## src/rtl/io_trace_monitor.sv

```systemverilog
// io_trace_monitor: watches CPU I/O writes during a run, timestamps them into a
// small trace FIFO and ends the run on a write to DONE_ADDR or on a cycle limit.
// Optional feature: define IO_TRACE_TS_EN to store the TS_W timestamp with each
// entry (rd_data = {timestamp, addr, data}); otherwise rd_data = {addr, data}.
//
// state   | meaning
// --------+---------------------------------------------------
// IDLE    | after reset, waiting for start
// RUN     | counting cycles, capturing writes into the FIFO
// DONE    | run ended by a write to DONE_ADDR
// TIMEOUT | run ended after max_cycles RUN cycles
module io_trace_monitor #(
  parameter int DATA_W = 8,
  parameter int ADDR_W = 4,
  parameter int DEPTH  = 16,
  parameter int TS_W   = 16,
  parameter logic [ADDR_W-1:0] DONE_ADDR = '1,
  localparam int LVL_W = $clog2(DEPTH) + 1,
`ifdef IO_TRACE_TS_EN
  localparam int ENTRY_W = TS_W + ADDR_W + DATA_W
`else
  localparam int ENTRY_W = ADDR_W + DATA_W
`endif
) (
  input  logic               clk,
  input  logic               reset,
  input  logic               start,
  input  logic [TS_W-1:0]    max_cycles,
  input  logic               io_we,
  input  logic [ADDR_W-1:0]  io_addr,
  input  logic [DATA_W-1:0]  io_data,
  input  logic               rd_en,
  output logic               rd_valid,
  output logic [ENTRY_W-1:0] rd_data,
  output logic [LVL_W-1:0]   level,
  output logic               overflow,
  output logic [TS_W-1:0]    write_count,
  output logic [TS_W-1:0]    cycles,
  output logic               busy,
  output logic               done,
  output logic               timeout
);

  localparam int PTR_W = $clog2(DEPTH);
  localparam logic [TS_W-1:0]  TS_ONE = TS_W'(1);
  localparam logic [LVL_W-1:0] FULL_LVL = LVL_W'(DEPTH);

  typedef enum logic [1:0] {S_IDLE, S_RUN, S_DONE, S_TIMEOUT} state_t;

  state_t state_q, state_d;
  logic   clr_run;

  logic [ENTRY_W-1:0] mem [DEPTH];
  logic [PTR_W-1:0]   wr_ptr, rd_ptr;
  logic [ENTRY_W-1:0] entry;
  logic               running, done_wr, trace_wr, full, pop, push;

  assign running  = (state_q == S_RUN);
  assign done_wr  = running && io_we && (io_addr == DONE_ADDR);
  assign trace_wr = running && io_we && (io_addr != DONE_ADDR);
  assign full     = (level == FULL_LVL);
  assign pop      = rd_en && (level != '0);
  // A full FIFO still accepts a write when a pop frees a slot in the same cycle.
  assign push     = trace_wr && (!full || pop);

`ifdef IO_TRACE_TS_EN
  assign entry = {cycles, io_addr, io_data};
`else
  assign entry = {io_addr, io_data};
`endif

  assign busy    = (state_q == S_RUN);
  assign done    = (state_q == S_DONE);
  assign timeout = (state_q == S_TIMEOUT);

  // State register.
  always_ff @(posedge clk) begin
    if (reset) state_q <= S_IDLE;
    else       state_q <= state_d;
  end

  // Next-state logic; a done write beats a coinciding timeout.
  always_comb begin
    state_d = state_q;
    clr_run = 1'b0;
    case (state_q)
      S_RUN: begin
        if (done_wr)
          state_d = S_DONE;
        else if ((max_cycles != '0) && (cycles == max_cycles - TS_ONE))
          state_d = S_TIMEOUT;
      end
      default: begin
        if (start) begin
          state_d = S_RUN;
          clr_run = 1'b1;
        end
      end
    endcase
  end

  // Run cycle counter and write counter, both saturating.
  always_ff @(posedge clk) begin
    if (reset || clr_run) begin
      cycles      <= '0;
      write_count <= '0;
    end else if (running) begin
      if (cycles != '1) cycles <= cycles + TS_ONE;
      if (trace_wr && (write_count != '1)) write_count <= write_count + TS_ONE;
    end
  end

  // FIFO pointers, occupancy and sticky overflow.
  always_ff @(posedge clk) begin
    if (reset || clr_run) begin
      wr_ptr   <= '0;
      rd_ptr   <= '0;
      level    <= '0;
      overflow <= 1'b0;
    end else begin
      if (push) wr_ptr <= wr_ptr + PTR_W'(1);
      if (pop)  rd_ptr <= rd_ptr + PTR_W'(1);
      if (push && !pop)      level <= level + LVL_W'(1);
      else if (pop && !push) level <= level - LVL_W'(1);
      if (trace_wr && full && !pop) overflow <= 1'b1;
    end
  end

  // Trace storage; contents are never cleared, only the pointers are.
  always_ff @(posedge clk) begin
    if (push) mem[wr_ptr] <= entry;
  end

  // Registered read port: data appears the cycle after rd_en and holds otherwise.
  always_ff @(posedge clk) begin
    if (reset) begin
      rd_valid <= 1'b0;
      rd_data  <= '0;
    end else begin
      rd_valid <= pop;
      if (pop) rd_data <= mem[rd_ptr];
    end
  end

endmodule
```

## config.mk

```make
export PLATFORM = sky130hd
export DESIGN_NAME = io_trace_monitor
export DESIGN_NICKNAME = d
export VERILOG_FILES = /design/src/rtl/io_trace_monitor.sv
export SDC_FILE = /design/constraint.sdc
export NUM_CORES = 1
export LEC_CHECK = 0
export BUFFER_PORTS_ARGS = -buffer_cell sky130_fd_sc_hd__buf_2
export CELL_PAD_IN_SITES_DETAIL_PLACEMENT = 0
export CELL_PAD_IN_SITES_GLOBAL_PLACEMENT = 1
export CORE_MARGIN = 3
export CORE_UTILIZATION = 50
export DETAILED_ROUTE_END_ITERATION = 10
export PLACE_DENSITY = 0.8
export SLEW_MARGIN = 20
export SYNTH_ARGS = -nofsm -noshare
export SYNTH_HDL_FRONTEND = slang
export SYNTH_SLANG_ARGS = --single-unit
```

## constraint.sdc

```tcl
create_clock -name clk -period 4 [get_ports clk]
set_clock_uncertainty 0.1 [all_clocks]
set_input_delay 0 -clock clk [delete_from_list [all_inputs] [get_ports clk]]
set_output_delay 0 -clock clk [all_outputs]
set_load 0.005 [all_outputs]
```

# Word level (Yosys, flattened, before mapping)
# Memory sizes are Yosys's and may differ from the RTL's. A register that Yosys moved wholly into a read port is not among the register bits.
# Cells that the tools add are included.
[totals]
regBits = 49
mem_bits_rw = 192
inputBits = 33
output_inout_bits = 54
elab_cells = 59
n_memories = 1
[mem_list]
columns = ["memory", "words", "word_bits", "read_ports", "rd_clocked_by_memory_dff", "write_ports", "line", "rtl"]
rows = [
  ["mem", 16, 12, 1, 1, 1, "53", "logic [ENTRY_W-1:0] mem [DEPTH];"],
]
[op_classes]
add_sub_neg = 7
n_eq_ne = 10
mux = 10
reduce_logical = 23
[op_table]
columns = ["op", "n"]
rows = [
  ["16-bit by 1-bit adder with 16-bit output, second input constant", 2],
  ["16-bit inequality test, second input constant", 2],
  ["16-bit equality test", 1],
  ["16-bit nonzero test", 1],
  ["16-bit by 1-bit subtractor with 16-bit output, second input constant", 1],
  ["1-bit logical AND", 11],
  ["5-bit 2-to-1 mux", 2],
  ["4-bit by 1-bit adder with 4-bit output, second input constant", 2],
  ["2-bit 2-to-1 mux", 4],
  ["2-bit AND reduction", 3],
  ["5-bit by 1-bit adder with 5-bit output, second input constant", 1],
  ["5-bit equality test, second input constant", 1],
  ["5-bit nonzero test", 1],
  ["5-bit by 1-bit subtractor with 5-bit output, second input constant", 1],
  ["2-bit equality test, second input constant", 2],
  ["4-bit equality test, second input constant", 1],
  ["1-bit 2-to-1 mux", 4],
  ["4-bit inequality test, second input constant", 1],
  ["2-bit nonzero test", 2],
  ["1-bit logical NOT", 3],
  ["3-bit by 1-bit inequality test with 1-bit output, second input constant", 1],
  ["2-bit by 1-bit equality test with 1-bit output, second input constant", 1],
  ["1-bit logical OR", 2],
]

# Logic depth before layout (Yosys ltp)
[logic_depth]
ltp_word = 8
ltp_mapped = 14
ltp_nobuf = 13

# Worst setup path after synthesis
# Ideal clock, no wire load.
[synth_path]
path_type = "register -> register"
from = "reg level[0]"
to = "reg level[4]"
arrival_time_ns = 3.019
required_ns = 3.772
path_slack_ns = 0.753
path_stages_with_launch = 15
synth_period_minus_slack_ns = 3.247
path_cell_list = "dfxtp_1 > or4_1 > o21a_1 > clkbuf_1 > inv_2 > buf_2 > ha_1 > inv_1 > ha_1 > nor2b_1 > o21a_1 > or3_1 > a21oi_1 > xnor2_1 > nor2_1"
[synth_via]
elab_chain_len = 7
elab_cells_between_ends = 15
classes_between = "2 x add/sub; 1 x eq/ne; 2 x mux; 10 x reduce/logical"
[synth_lines]
columns = ["element", "line", "rtl"]
rows = [
  ["start: declaration", "35", "output logic [LVL_W-1:0] level,"],
  ["start signal: assignment", "123", "if (push && !pop) level <= level + LVL_W'(1);"],
  ["start signal: assignment", "124", "else if (pop && !push) level <= level - LVL_W'(1);"],
  ["branches (longest 7 deep; another with 5-bit by 1-bit subtractor with 5-bit output)", "-", ""],
]
# Several ways; the timed one is not identified. The select of a mux whose other input is x is not followed.
# A chain may end at the register's enable or synchronous reset.

# Worst setup path after layout
[layout_path]
from = "reg state_q[1]"
to = "reg level[4]"
[layout_via]
elab_chain_len = 7
elab_cells_between_ends = 11
classes_between = "1 x eq/ne; 2 x mux; 8 x reduce/logical"
[layout_lines]
columns = ["element", "line", "rtl"]
rows = [
  ["start: declaration", "50", "state_t state_q, state_d;"],
  ["start signal: assignment", "79", "else state_q <= state_d;"],
  ["2-bit by 1-bit equality test with 1-bit output *", "58", "assign running = (state_q == S_RUN);"],
  ["1-bit logical AND * (2 in a row)", "60", "assign trace_wr = running && io_we && (io_addr != DONE_ADDR);"],
  ["1-bit logical AND *", "64", "assign push = trace_wr && (!full || pop);"],
  ["net push", "56", "logic running, done_wr, trace_wr, full, pop, push;"],
  ["1-bit logical NOT", "124", ""],
  ["1-bit logical AND", "124", ""],
  ["2-bit nonzero test (no source line)", "-", ""],
]
# The timed path passes the listed nets; every way through them passes the cells marked *.

==> results.json <==
{
  "globalRouteOverflowTotal": 0,
  "synthFlopType": "edfxtp_1",
  "ys.warnings.count": 0,
  "ctsResizeCount": 0,
  "fin_crit_sh": 0.8724,
  "timing.slew.headroom": 0.3652,
  "synthDistinctLibCells": 53,
  "clock-sinks": 253,
  "final.fill_count": 1504,
  "largest_net_degree_at_the_start_of_global_routing": 36,
  "finish.cell_count_without_fillers": 1121,
  "routed_wirelength_mm": 23.65,
  "synth.area.mux_share": 0.1316,
  "grt_usage": 0.2032,
  "timing.setup.tns_ns": 0,
  "synth-async-reset-ratio": 0,
  "hold_path_class": "in -> reg",
  "finalSetupViolations": 0,
  "finalMaxSlewViolations": 0,
  "starting_density_of_the_core": 0.5174,
  "avgViaCountPerCell": 5.841,
  "hold_viol": 0,
  "finalNetCount": 878,
  "design.die.area_um2": 23130,
  "postSynthAreaPerCell_um2": 15.03,
  "placement_rows": 52,
  "mappedNetlistArea_um2": 10670,
  "worst_setup_path_start_kind": "register",
  "synth-simple-area-share": 0.09756,
  "detail-route-antenna-nets": 0,
  "number_of_antenna_violations_at_the_first_check_in_global_routing": 0,
  "worstPathArrival_ns": 3.78,
  "crit_path_max_fanout": 9,
  "fraction_of_final_layout_cells_sized_beyond_drive_strength_1": 0.2726,
  "power.static_leakage_nw": 4.336,
  "post-cts-setup-buffers": 0,
  "cellPowerDensity_nw_per_um2": 526.6,
  "post-route-min-period_ns": 3.490,
  "max_freq_ghz": 0.2866,
  "timing.critical_path.to_type": "register",
  "core_um2": 20620,
  "dpl.cell_count": 1053,
  "synth.yosys.seq_area_share": 0.6548,
  "grt_pass1_vias": 6569,
  "worstPathRequired_ns": 4.29,
  "cts.path.max_buffers": 3,
  "irDropWorstVdd_mv": 0.4391,
  "postSynthCellCount": 710,
  "status": "finished clean",
  "critical_path_class": "reg -> reg",
  "grt_pass1_wl_mm": 37.45,
  "syn_nets": 757,
  "detailedRoute.firstPassIterationCount": 5,
  "portBuffers": 86,
  "timing_worst_slew_pin_value_ns": 0.9509,
  "fin_util": 0.6127,
  "synth_compound_gate_area_share": 0.03799,
  "area_delta_synth_final_pct": 18.42,
  "path_clk_slew_ns": 0.06,
  "die-width_um": 152.1,
  "maxCapViolations": 0,
  "main_combinational_cell_family_by_area_after_synthesis": "multiplexers",
  "remaining_drc_errors": 0,
  "post_synth_xor_area_fraction": 0.04104,
  "hpwl_after_dpl_mm": 15.14,
  "synth-edff-count": 192,
  "cts_buffers": 26,
  "vias": 6548,
  "clock_tree.htree_level_count": 1,
  "clock_tree.root_cell": "clkbuf_16",
  "ys_seq_elements": 253,
  "insertion_delay_ns": 0.52,
  "io_pins": 87,
  "gp_congestion": 0.8283,
  "n_antenna_cell": 0,
  "drt_initial_violations": 450,
  "cts_tree": "built",
  "routedWlPerCell_um": 21.10,
  "die_height_um": 152.1,
  "rsz_0062_raised_after_global_routing": "no",
  "synth-adder-area-share": 0.01712
}
[worst paths after layout]
kind                     endpoint  cells past startpoint  slack, ns         from
hold reg to reg       rd_data[11]                      2       0.36  rd_data[11]
hold / removal    write_count[12]                      5        0.1        io_we
setup reg to reg         level[4]                     13       0.51   state_q[1]
setup / recovery         level[4]                     13       0.51   state_q[1]
[per-stage QoR]
step / power (W) / hold WS (ns) / setup slack (ns) / instance area, um2
floorplan: 0.003765 / -0.001131 / 0.7531 / 10670
global placement: 0.004053 / 0.1948 / 0.6526 / 11490
detailed placement: 0.004087 / 0.1943 / 0.5299 / 11490
CTS: 0.006712 / 0.07083 / 0.5248 / 12630
global route: 0.006928 / 0.1137 / 0.2192 / 12640
finish: 0.006654 / 0.09772 / 0.5102 / 12640
[worst max-delay path, cell delays in order (launching register included)]
cell,delay [ns]
dfxtp_1,0.33
nand2b_1,0.20
inv_2,0.14
nand3_1,0.26
nor2_1,0.56
ha_1,0.34
inv_1,0.11
ha_1,0.32
nor2b_1,0.16
o21a_1,0.17
or3_1,0.30
a21oi_1,0.18
xnor2_1,0.14
nor2_1,0.05
[kinds of logic (layout without fill, tap and decap cells)]
family | count (synthesis) | in the layout
flops | 253 | 253
mux | 65 | 65
fa+ha+maj | 14 | 14
buf+inv | 54 | 195
xor+xnor | 50 | 50
simple gates | 209 | 209
compound gates | 65 | 65
[layout by cell type (no fill, tap or decap), drive strengths merged, types with 3 or more instances in the layout]
| cell | count |
|---|---|
| or3 | 11 |
| nor3 | 13 |
| mux4 | 60 |
| nand4 | 17 |
| dlygate4sd3 | 20 |
| nor4 | 9 |
| xor2 | 28 |
| and3 | 3 |
| clkinv | 8 |
| nand4b | 3 |
| nand2 | 47 |
| or4 | 4 |
| nor2b | 4 |
| bufinv | 5 |
| a21oi | 32 |
| nand3 | 17 |
| inv | 21 |
| dfxtp | 61 |
| o21ai | 14 |
| nor2 | 66 |
| ha | 13 |
| buf | 108 |
| clkbuf | 33 |
| nand3b | 3 |
| mux2i | 3 |
| edfxtp | 192 |
| nand2b | 4 |
| xnor2 | 22 |
[Yosys cell counts (4+ instances only)]
master    instances  area share
xnor2_1          22       0.018
buf_2             8      0.0038
clkbuf_1         21      0.0074
nor2b_1           4      0.0023
ha_1             13       0.015
mux4_2           60        0.13
dfxtp_1          61        0.11
or3_1            11      0.0064
a21oi_1          32       0.015
nand4_1          16      0.0094
inv_1            17      0.0060
nand2_1          47       0.017
nor2_1           66       0.023
nand3_1          17      0.0080
o21ai_0          13      0.0061
nor4_1            7      0.0041
xor2_1           28       0.023
buf_1             6      0.0021
nor3_1           13      0.0061
or4_1             4      0.0028
nand2b_1          4      0.0023
edfxtp_1        192        0.54
[state kept, by name, summed over array words and instances, names as in the netlist]
name         count
mem            192
overflow         1
wr_ptr           4
state_q          2
rd_valid         1
level            5
write_count     16
rd_ptr           4
cycles          16
rd_data         12
[where the power goes]
part           switching (W)  internal, W
sequential          0.000137      0.00291
clock               0.000980      0.00163
combinational       0.000487     0.000509
[routing by layer]
layer | GRT usage | part of all wire | up-vias
li1 | - | - | 2961
met1 | 0.2850 | 0.42 | 3292
met2 | 0.3307 | 0.48 | 268
met3 | 0.04608 | 0.086 | 27
met4 | 0.04452 | 0.014 | 0
met5 | 0 | 0 | -
[cell type report]
| class | count | area (um2) | share of cell area |
|---|---|---|---|
| sequential | 253 | 6993 | 0.5534 |
| timing repair buffer | 128 | 795.8 | 0.06298 |
| multi-input combinational | 403 | 3492 | 0.2764 |
| clock inverter | 15 | 207.7 | 0.01644 |
| clock buffer | 33 | 738.2 | 0.05842 |
| tap | 270 | 337.8 | 0.02674 |
| inverter | 19 | 71.32 | 0.005644 |
[timing repair]
item                                   4_1_cts  5_1_grt
setup endpoints to repair                    0        0
endpoints found under the hold margin      208        0
hold buffers                                20        0
Note: power is estimated with default switching activity, not from simulation.
